[config.mk]
export PLATFORM = sky130hd
export DESIGN_NAME = uart_rx_sink
export DESIGN_NICKNAME = d
export VERILOG_FILES = /design/src/rtl/uart_rx_sink.sv
export SDC_FILE = /design/constraint.sdc
export NUM_CORES = 1
export LEC_CHECK = 0
export CAP_MARGIN = 0
export CORE_UTILIZATION = 60
export DETAILED_ROUTE_END_ITERATION = 8
export PLACE_DENSITY = 0.86
export SLEW_MARGIN = 30
export SYNTH_ARGS = -nofsm -noshare
export SYNTH_HDL_FRONTEND = slang
export SYNTH_SLANG_ARGS = --single-unit
export TNS_END_PERCENT = 100
[constraint.sdc]
create_clock -name wb_clk_i -period 6.31 [get_ports wb_clk_i]
set_input_delay 1.262 -clock wb_clk_i [delete_from_list [all_inputs] [get_ports wb_clk_i]]
set_output_delay 1.262 -clock wb_clk_i [all_outputs]
set_load 0.005 [all_outputs]
[src/rtl/uart_rx_sink.sv]
// uart_rx_sink: 8N1 serial receiver, 16x oversampled, feeding a first-word-fall-through byte FIFO.
// Define UART_RX_PARITY_EN to expect an even-parity bit between the data and stop bits.
module uart_rx_sink #(
    parameter int BAUD_DIV = 54,
    parameter int FIFO_AW  = 4
) (
    input  logic               wb_clk_i,
    input  logic               wb_rst_n_i,
    input  logic               srx_i,
    output logic [7:0]         rx_data_o,
    output logic               rx_valid_o,
    input  logic               rx_ready_i,
    output logic [FIFO_AW:0]   fifo_level_o,
    output logic               frame_err_o,
    output logic               break_o,
    output logic               overrun_o,
    output logic               parity_err_o
);
    localparam int DEPTH = 1 << FIFO_AW;
    localparam logic [15:0] TICK_MAX = 16'(BAUD_DIV - 1);
    typedef enum logic [2:0] {WAIT_IDLE, IDLE, START, DATA, PARITY, STOP} state_t;
    state_t state, state_n;
    logic s1, s2, s3, line, tick, start_edge, push, pop, full, wr, drop, drop_n;
    logic [15:0] cnt;
    logic [3:0] scnt, scnt_n;
    logic [2:0] bitn, bitn_n;
    logic [7:0] sh, sh_n;
    logic [7:0] mem [DEPTH];
    logic [FIFO_AW-1:0] wp, rp;
    assign line = s2;
    assign tick = cnt == TICK_MAX;
    // s3 holds the previous synchronized sample for falling-edge detection
    always_ff @(posedge wb_clk_i or negedge wb_rst_n_i) begin
        if (!wb_rst_n_i) begin
            s1 <= 1'b1;
            s2 <= 1'b1;
            s3 <= 1'b1;
            cnt <= '0;
        end else begin
            s1 <= srx_i;
            s2 <= s1;
            s3 <= s2;
            cnt <= (start_edge || tick) ? '0 : cnt + 16'd1;
        end
    end
    always_ff @(posedge wb_clk_i or negedge wb_rst_n_i) begin
        if (!wb_rst_n_i) begin
            state <= WAIT_IDLE;
            scnt <= '0;
            bitn <= '0;
            sh <= '0;
            drop <= 1'b0;
        end else begin
            state <= state_n;
            scnt <= scnt_n;
            bitn <= bitn_n;
            sh <= sh_n;
            drop <= drop_n;
        end
    end
    always_comb begin
        state_n = state;
        scnt_n = (tick && state != IDLE && state != WAIT_IDLE) ? scnt + 4'd1 : scnt;
        bitn_n = bitn;
        sh_n = sh;
        drop_n = drop;
        start_edge = 1'b0;
        push = 1'b0;
        frame_err_o = 1'b0;
        break_o = 1'b0;
        parity_err_o = 1'b0;
        case (state)
            WAIT_IDLE: if (tick && line) state_n = IDLE;
            IDLE: if (s3 && !line) begin
                state_n = START;
                scnt_n = '0;
                start_edge = 1'b1;
            end
            START: if (tick && scnt == 4'd7) begin
                state_n = line ? IDLE : DATA;
                scnt_n = '0;
                bitn_n = '0;
                drop_n = 1'b0;
            end
            DATA: if (tick && scnt == 4'd15) begin
                sh_n = {line, sh[7:1]};
                bitn_n = bitn + 3'd1;
`ifdef UART_RX_PARITY_EN
                if (bitn == 3'd7) state_n = PARITY;
`else
                if (bitn == 3'd7) state_n = STOP;
`endif
            end
`ifdef UART_RX_PARITY_EN
            PARITY: if (tick && scnt == 4'd15) begin
                parity_err_o = ^{sh, line};
                drop_n = ^{sh, line};
                state_n = STOP;
            end
`endif
            STOP: if (tick && scnt == 4'd15) begin
                push = line && !drop;
                frame_err_o = !line;
                break_o = !line && sh == 8'h00;
                state_n = line ? IDLE : WAIT_IDLE;
            end
            default: state_n = WAIT_IDLE;
        endcase
    end
    // A full FIFO still accepts a byte when the head leaves in the same cycle
    assign pop = rx_valid_o && rx_ready_i;
    assign full = fifo_level_o == (FIFO_AW + 1)'(DEPTH);
    assign wr = push && (!full || pop);
    assign overrun_o = push && full && !pop;
    assign rx_valid_o = fifo_level_o != '0;
    assign rx_data_o = rx_valid_o ? mem[rp] : 8'h00;
    always_ff @(posedge wb_clk_i) begin
        if (wr) mem[wp] <= sh;
    end
    always_ff @(posedge wb_clk_i or negedge wb_rst_n_i) begin
        if (!wb_rst_n_i) begin
            wp <= '0;
            rp <= '0;
            fifo_level_o <= '0;
        end else begin
            wp <= wp + FIFO_AW'(wr);
            rp <= rp + FIFO_AW'(pop);
            fifo_level_o <= fifo_level_o + (FIFO_AW + 1)'(wr) - (FIFO_AW + 1)'(pop);
        end
    end
endmodule

---- Yosys cells after proc, flatten, opt, wreduce, memory -nomap -nowiden ----
Memories as Yosys holds them, arrays and structs flattened.
Cells that the tools add are included.
Widths: inputs -> output; s select.
cells by class
  $add $sub $neg .......................... 7
  eq/ne operators ......................... 16
  mux-type cells .......................... 28
  reduce and logical (&&, ||, !) cells .... 24
operators by type and width
  kind                   number
  $mux 3                 8
  $add 16x1->16 const B  1
  $eq 16x6->1 const B    1
  $mux 16                1
  $pmux 3 s5             1
  $mux 4                 3
  $ne 2x2->1 const B     6
  $logic_and 1x1->1      11
  $mux 1                 11
  $add 4x1->4            2
  $logic_not 8->1        1
  $mux 8                 1
  $pmux 4 s2             1
  $eq 3x2->1 const B     2
  $eq 3x3->1 const B     2
  $pmux 3 s2             1
  $reduce_and 6->1       1
  $add 5x1->5            1
  $eq 5x5->1 const B     1
  $reduce_bool 5->1      1
  $sub 5x1->5            1
  $add 4x1->4 const B    1
  $eq 4x3->1 const B     1
  $eq 4x4->1 const B     1
  11 further kinds       14
word-level totals
  register bits ........................... 50
  RAM bits ................................ 128
  input bits .............................. 4
  output and inout port bits .............. 18
  word-level logic and storage cells ...... 87
  memories ................................ 1
memories
  name  depth  bits a word  rd ports  clocked after memory_dff  write ports  line  text
  mem   16     8            1         0                         1            28    logic [7:0] mem [DEPTH];

---- Longest topological paths before layout ----
Gate-level depths: netlist of the first run.
  word-level depth ........................ 7
  depth in mapped cells ................... 15
  gate-level depth less buffers ........... 14

---- Worst setup path after synthesis of the first run ----
No wires, ideal clock.
  kind .................................... input to register
  start ................................... input port rx_ready_i
  end ..................................... register fifo_level_o[4]
  library setup time ...................... 0.080 ns
  data arrival time ....................... 3.273 ns
  data required time ...................... 6.230 ns
  path slack .............................. 2.957 ns
  stages .................................. 12
  buffers on the path ..................... 0
  cells stage by stage .................... inv_1 > a311oi_1 > nand3_1 > ha_1 > inv_1 > ha_1 > inv_1 > fa_1 > inv_1 > a21oi_1 > o21bai_1 > xnor2_1
on the way
  cells in the longest elaborated chain, start to end .. 5
RTL lines
  what                  line  text
  start, declared       12    input logic rx_ready_i,
  $logic_and 1x1->1 *   111   assign pop = rx_valid_o && rx_ready_i;
  $logic_or 1x1->1      113   assign wr = push && (!full || pop);
  $logic_and 1x1->1     113
  $add 5x1->5           128   fifo_level_o <= fifo_level_o + (FIFO_AW + 1)'(wr) - (FIFO_AW + 1)'(pop);
  $sub 5x1->5 *         128
  end signal, assigned  128
  end, declared         13    output logic [FIFO_AW:0] fifo_level_o,
Every way passes the cells marked *; elsewhere a longest branch is shown, timed or not.
A chain may end at the register's enable or synchronous reset.

---- Final worst setup path of the first run ----
  start ................................... register cnt[1]
  end ..................................... output port break_o
on the way
  cells in the longest elaborated chain, start to end .. 4
RTL lines
  what                    line  text
  start, declared         24    logic [15:0] cnt;
  start signal, assigned  43    cnt <= (start_edge || tick) ? '0 : cnt + 16'd1;
  $eq 16x6->1             31    assign tick = cnt == TICK_MAX;
  $logic_and 1x1->1       101   STOP: if (tick && scnt == 4'd15) begin
  $mux 1                  101
  $mux 1                  72    case (state)
  end, declared           15    output logic break_o,
No other way between the ends.

==> results_dict.tcl, run 1 <==
set metrics [dict create \
    outcome "finished, final reports clean" \
    cts_tree "built" \
    wl_per_cell_microns 22.0 \
    yosysSeqAreaShare_pct 67.5 \
    cts_sinks 178 \
    vias 4269 \
    period_share_pct 68.9 \
    r2r_setup_slack_ps 2630 \
    postCtsSetupBuffers 0 \
    area_growth_pct 13.1 \
    nets 522 \
    setup_viol 0 \
    hold_viol 0 \
    syn_area_per_cell_sq_um 15.9 \
    route.detailed.drc 0 \
    synthArstFlopShare_pct 28.1 \
    die_y_microns 114 \
    crit_path_start_kind "flop" \
    relSlewSlack_pct 41.4 \
    ir_drop_v 0.000207 \
    ys_warn_count 0 \
    dp.cells 651 \
    grt_pass1_vias 4373 \
    start_util_pct 62.1 \
    synth_area_leaders "edfxtp_1 51%, dfrtp_1 16%, mux4_2 9.5%" \
    max_freq_mhz 230 \
    row_count 40 \
    critPathKind "flop to primary output" \
    setup_ws_ps 1960 \
    synthCells 475 \
    antenna-diode-count 0 \
    antenna_found_initial 0 \
    gp_congestion 0.816 \
    crit_chain "inv_1 > ha_1 > or3b_1 > nor2_1 > nand2_1 > nor4_1 > clkdlybuf4s50_1" \
    fin_tns_setup_ps 0 \
    syn_area_sq_mm 0.00756 \
    synth_top_cell_by_area "edfxtp_1" \
    grt_max_degree 51 \
    syn_nets 495 \
    maxSlewViolCount 0 \
    holdWs_ps 361 \
    cpPeakStageDelay_ps 560 \
    cp_slowest_cell "clkdlybuf4s50_1" \
    drive_gt1_share_pct 18.3 \
    synth_commonest_cells "128 x edfxtp_1, 47 x dfrtp_1, 32 x mux4_2" \
    grt_first_pass_wirelength_microns 23700 \
    tightest_slew_ps 876 \
    synth_compound_area_share_pct 3.54 \
    synth_mux_area_share_pct 12.8 \
    wirelength_microns 15000 \
    synth.distinct_cells 53 \
    drv_cap 0 \
    numCtsBuffers 17 \
    end_kind "primary output" \
    synth_top_area_share_pct 50.9 \
    dp_hpwl_microns 9280 \
    viasPerCell 6.25 \
    rsz0062_at_grt "no" \
    hold_class "flop to flop" \
    drt.antenna.violating_nets 0 \
    clockRootBuffer "clkbuf_16" \
    drtIter0Drc 360 \
    final_cell_count_no_fill 683 \
    ys_ff_latch 178 \
    synthAdderAreaFrac_pct 2.75 \
    fin_crit_ps 4350 \
    cp.arrival_ps 3080 \
    clk_latency_ps 430 \
    synth.most_common_cell "edfxtp_1" \
    core_sq_mm 0.0122 \
    finClkSkew_ps 5.41 \
    synth_xor_area_share_pct 2.55 \
    critPathMaxFanout 8 \
    p_leak_uw 0.00342 \
    synth_top_family_by_area "multiplexers" \
    clkTransAtPathRegs_ps 60 \
    cts_buffer_depth 2 \
    dieArea_sq_mm 0.0130 \
    first_pass_iters 5 \
    grt_use_total_pct 25.7 \
    io_pins 22 \
    synth-edff-count 128 \
    cts_hold_buf 0 \
    synth_simple_gate_area_share_pct 8.68 \
    p_per_area_mw_per_mm2 324 \
    cts_resized 0 \
    final_util_pct 70.3 \
    place.port_buffers 20 \
    dp_slack_ps 2040 \
    required_ps 5050 \
    die_w_microns 114 \
    synth_ff_type "edfxtp_1" \
    grt-ovfl-total 0 \
    cts_max_level 4 \
]
==> through the flow <==
step                      cell area (sq um)  total power [uW]
after global placement                 7940              1750
after global routing                   8550              2870
final                                  8550              2770
after floorplan                        7560              1650
after CTS                              8540              2790
after detailed placement               7960              1770
==> critical path, delay by kind of cell, from the launching register on <==
family,cells,cell delay (ps)
buffers and inverters,2,620
and+or+nand+nor,4,1460
DFF,1,400
adders and majority gates,1,170
==> registers in the layout, summed over array words and instances (netlist names) <==
name	flops
s3	1
s1	1
fifo_level_o	5
rp	4
state	3
sh	8
wp	4
line	1
cnt	16
scnt	4
mem	128
bitn	3
==> layout by cell type (no fill, tap or decap), types with 4 or more instances in the layout <==
| cell | count |
|---|---|
| nor4_1 | 13 |
| nor3_1 | 10 |
| mux2i_1 | 16 |
| a22oi_1 | 4 |
| or4_1 | 5 |
| nand4_1 | 7 |
| clkbuf_16 | 17 |
| xnor2_1 | 17 |
| edfxtp_1 | 128 |
| mux2_2 | 8 |
| xor2_1 | 5 |
| inv_1 | 18 |
| o31ai_1 | 7 |
| o22ai_1 | 8 |
| buf_4 | 9 |
| nand3_1 | 14 |
| mux4_2 | 32 |
| nor2b_1 | 7 |
| dfrtp_1 | 45 |
| nand2_1 | 14 |
| clkdlybuf4s50_1 | 19 |
| nor2_1 | 31 |
| nand2b_1 | 5 |
| o21ai_0 | 6 |
| a21oi_1 | 4 |
| ha_1 | 15 |
==> per-layer routing <==
layer	vias up	part of all wire, %	track usage (%)
met5	-	0	0
met4	0	3.3	12.6
met3	34	6.2	4.71
met2	182	53	45.1
met1	2160	38	30.8
li1	1893	-	-
==> kinds of logic after synthesis <==
| logic type | count (synthesis) |
|---|---|
| flops | 178 |
| compound gates | 40 |
| buf+inv | 39 |
| mux | 56 |
| xor+xnor | 22 |
| other cells | 1 |
| fa+ha+maj | 16 |
| simple gates | 123 |
==> where the power goes <==
part           total (uW)  internal, uW  switching, uW  leakage, uW
Clock                1030           588            441     0.000277
Sequential           1410          1280            128      0.00214
Combinational         336           196            141      0.00101
Total                2770          2060            709      0.00342
==> path summary, 6_finish.rpt <==
check	from	cells past startpoint	end
worst max-delay path	cnt[1]	7	break_o
worst min-delay path	s1	0	line
worst max register to register	cnt[1]	14	fifo_level_o[4]
worst min register to register	s1	0	line
max in group asynchronous	wb_rst_n_i	2	rp[0]
min in group asynchronous	wb_rst_n_i	2	scnt[2]
==> final cells by class <==
| cell class | count | area, sq um |
|---|---|---|
| clock buffer | 18 | 429 |
| clock inverter | 14 | 155 |
| fill | 778 | 3620 |
| inverter | 18 | 67.6 |
| multi-input combinational | 258 | 2320 |
| sequential | 178 | 5100 |
| tap | 168 | 210 |
| timing repair buffer | 29 | 263 |
Note: power is estimated with default switching activity, not from simulation.
==> inputs of run 2 (changes only) <==
==> constraint.sdc (replaced) <==
create_clock -name wb_clk_i -period 4.07 [get_ports wb_clk_i]
set_input_delay 0.814 -clock wb_clk_i [delete_from_list [all_inputs] [get_ports wb_clk_i]]
set_output_delay 0.814 -clock wb_clk_i [all_outputs]
set_load 0.005 [all_outputs]
==> results_dict.tcl, run 2 (synthesis results as in run 1) <==
set metrics [dict create \
    start_util_pct 62.1 \
    wl_per_cell_microns 22.5 \
    drv_cap 0 \
    finClkSkew_ps 5.40 \
    met2_length_microns 8350 \
    crit_family "simple AND/OR/NAND/NOR gates" \
    p_per_area_mw_per_mm2 498 \
    first_pass_iters 5 \
    dp_hpwl_microns 9740 \
    holdWs_ps 358 \
    outcome "finished, final reports clean" \
    wl_met1_microns 5770 \
    cp.arrival_ps 2820 \
    viasPerCell 6.26 \
    relSlewSlack_pct 41.0 \
    maxSlewViolCount 0 \
    grt_pass1_vias 4469 \
    critPathKind "flop to primary output" \
    cts_max_level 4 \
    hold_class "primary input to async pin" \
    antenna-diode-count 0 \
    ir_drop_v 0.000282 \
    regMostFlops "mem" \
    timing.rr.start "fifo_level_o[2]" \
    path_buf_inv 1 \
    top_layer "met4" \
    place.port_buffers 20 \
    clk_latency_ps 430 \
    drive_gt1_share_pct 17.9 \
    fill_cells 779 \
    rsz0062_at_grt "no" \
    drtIter0Drc 532 \
    die_w_microns 114 \
    cts_tree "built" \
    largest_reg_flops 128 \
    antenna_found_initial 0 \
    dr_wl_met3_microns 1090 \
    finalInstanceArea_sq_mm 0.00857 \
    io_pins 22 \
    numCtsBuffers 17 \
    reg_top3 "mem x128, cnt x16, sh x8" \
    gp_congestion 0.819 \
    cts_buffer_depth 2 \
    hold_viol 0 \
    cp-startpoint "cnt[11]" \
    clkTransAtPathRegs_ps 60 \
    area_growth_pct 13.4 \
    final_cell_count_no_fill 692 \
    placed_area_sq_mm 0.00801 \
    route.detailed.drc 0 \
    cts_sinks 178 \
    dieArea_sq_mm 0.0130 \
    grt-ovfl-total 0 \
    crit_cells 5 \
    tightest_slew_ps 885 \
    postCtsSetupBuffers 0 \
    critPathMaxFanout 6 \
    p_leak_uw 0.00345 \
    row_count 40 \
    core_sq_mm 0.0122 \
    drt.antenna.violating_nets 0 \
    dp.cells 660 \
    die_y_microns 114 \
    period_share_pct 89.2 \
    cp_slowest_cell "or4_1" \
    crit_path_start_kind "flop" \
    fin_crit_ps 3630 \
    required_ps 3260 \
    layout_common_cells "128 x edfxtp_1, 46 x dfrtp_1, 32 x mux4_2" \
    fin_tns_setup_ps 0 \
    max_freq_mhz 275 \
    grt_use_total_pct 26.3 \
    grt_max_degree 33 \
    cts_hold_buf 0 \
    final_common_cell "edfxtp_1" \
    grt_first_pass_wirelength_microns 24400 \
    wirelength_microns 15600 \
    setup_viol 0 \
    vias 4334 \
    cts_resized 0 \
    final_util_pct 70.4 \
    cpPeakStageDelay_ps 630 \
    clockRootBuffer "clkbuf_16" \
    worst-r2r-cell-count 14 \
    nets 531 \
    crit_chain "or4_1 > nor3_1 > nand2_1 > nor4_1 > clkdlybuf4s50_1" \
    end_kind "primary output" \
]
## run 2: cell types whose count changed in the layout (fill, tap and decap cells not counted), moves of 2 or more
cell,change
inv_6,-3
clkbuf_1,+4
nor3_1,+3
nor3_2,-3
clkinv_4,-2
buf_4,+9
## run 2: cell type report
class                      count  area [sq um]  share of cell area, %
inverter                      18          67.6                  0.789
timing repair buffer          38           330                   3.86
clock inverter                10           111                   1.30
sequential                   178          5100                   59.5
multi-input combinational    258          2300                   26.9
clock buffer                  22           444                   5.19
tap                          168           210                   2.45
## run 2: power breakdown
part | switching (uW) | internal (uW) | total [uW]
clock network | 640 | 898 | 1540
logic | 326 | 321 | 647
registers | 96.8 | 1980 | 2080
total | 1060 | 3200 | 4260
## run 2: metrics by stage
| stage | power, uW | worst slack, ps |
|---|---|---|
| 3_5_place_dp | 2760 | 685 |
| 6_report | 4260 | 440 |
| 2_1_floorplan | 2560 | 989 |
| 5_1_grt | 4410 | 259 |
| 3_3_place_gp | 2730 | 759 |
| 4_1_cts | 4300 | 448 |
## run 2: worst paths after layout
path | end | slack (ps)
max | overrun_o | 440
min | bitn[0] | 360
max reg2reg | fifo_level_o[4] | 1010
min reg2reg | line | 360
max in group asynchronous | s1 | 2910
min in group wb_clk_i | line | 360
## run 2: layer usage
metal / vias to the layer above / GRT usage, %
met4: 0 / 10.8
met2: 222 / 45.9
met1: 2166 / 32.4
met3: 36 / 5.19
met5: - / 0
li1: 1910 / -
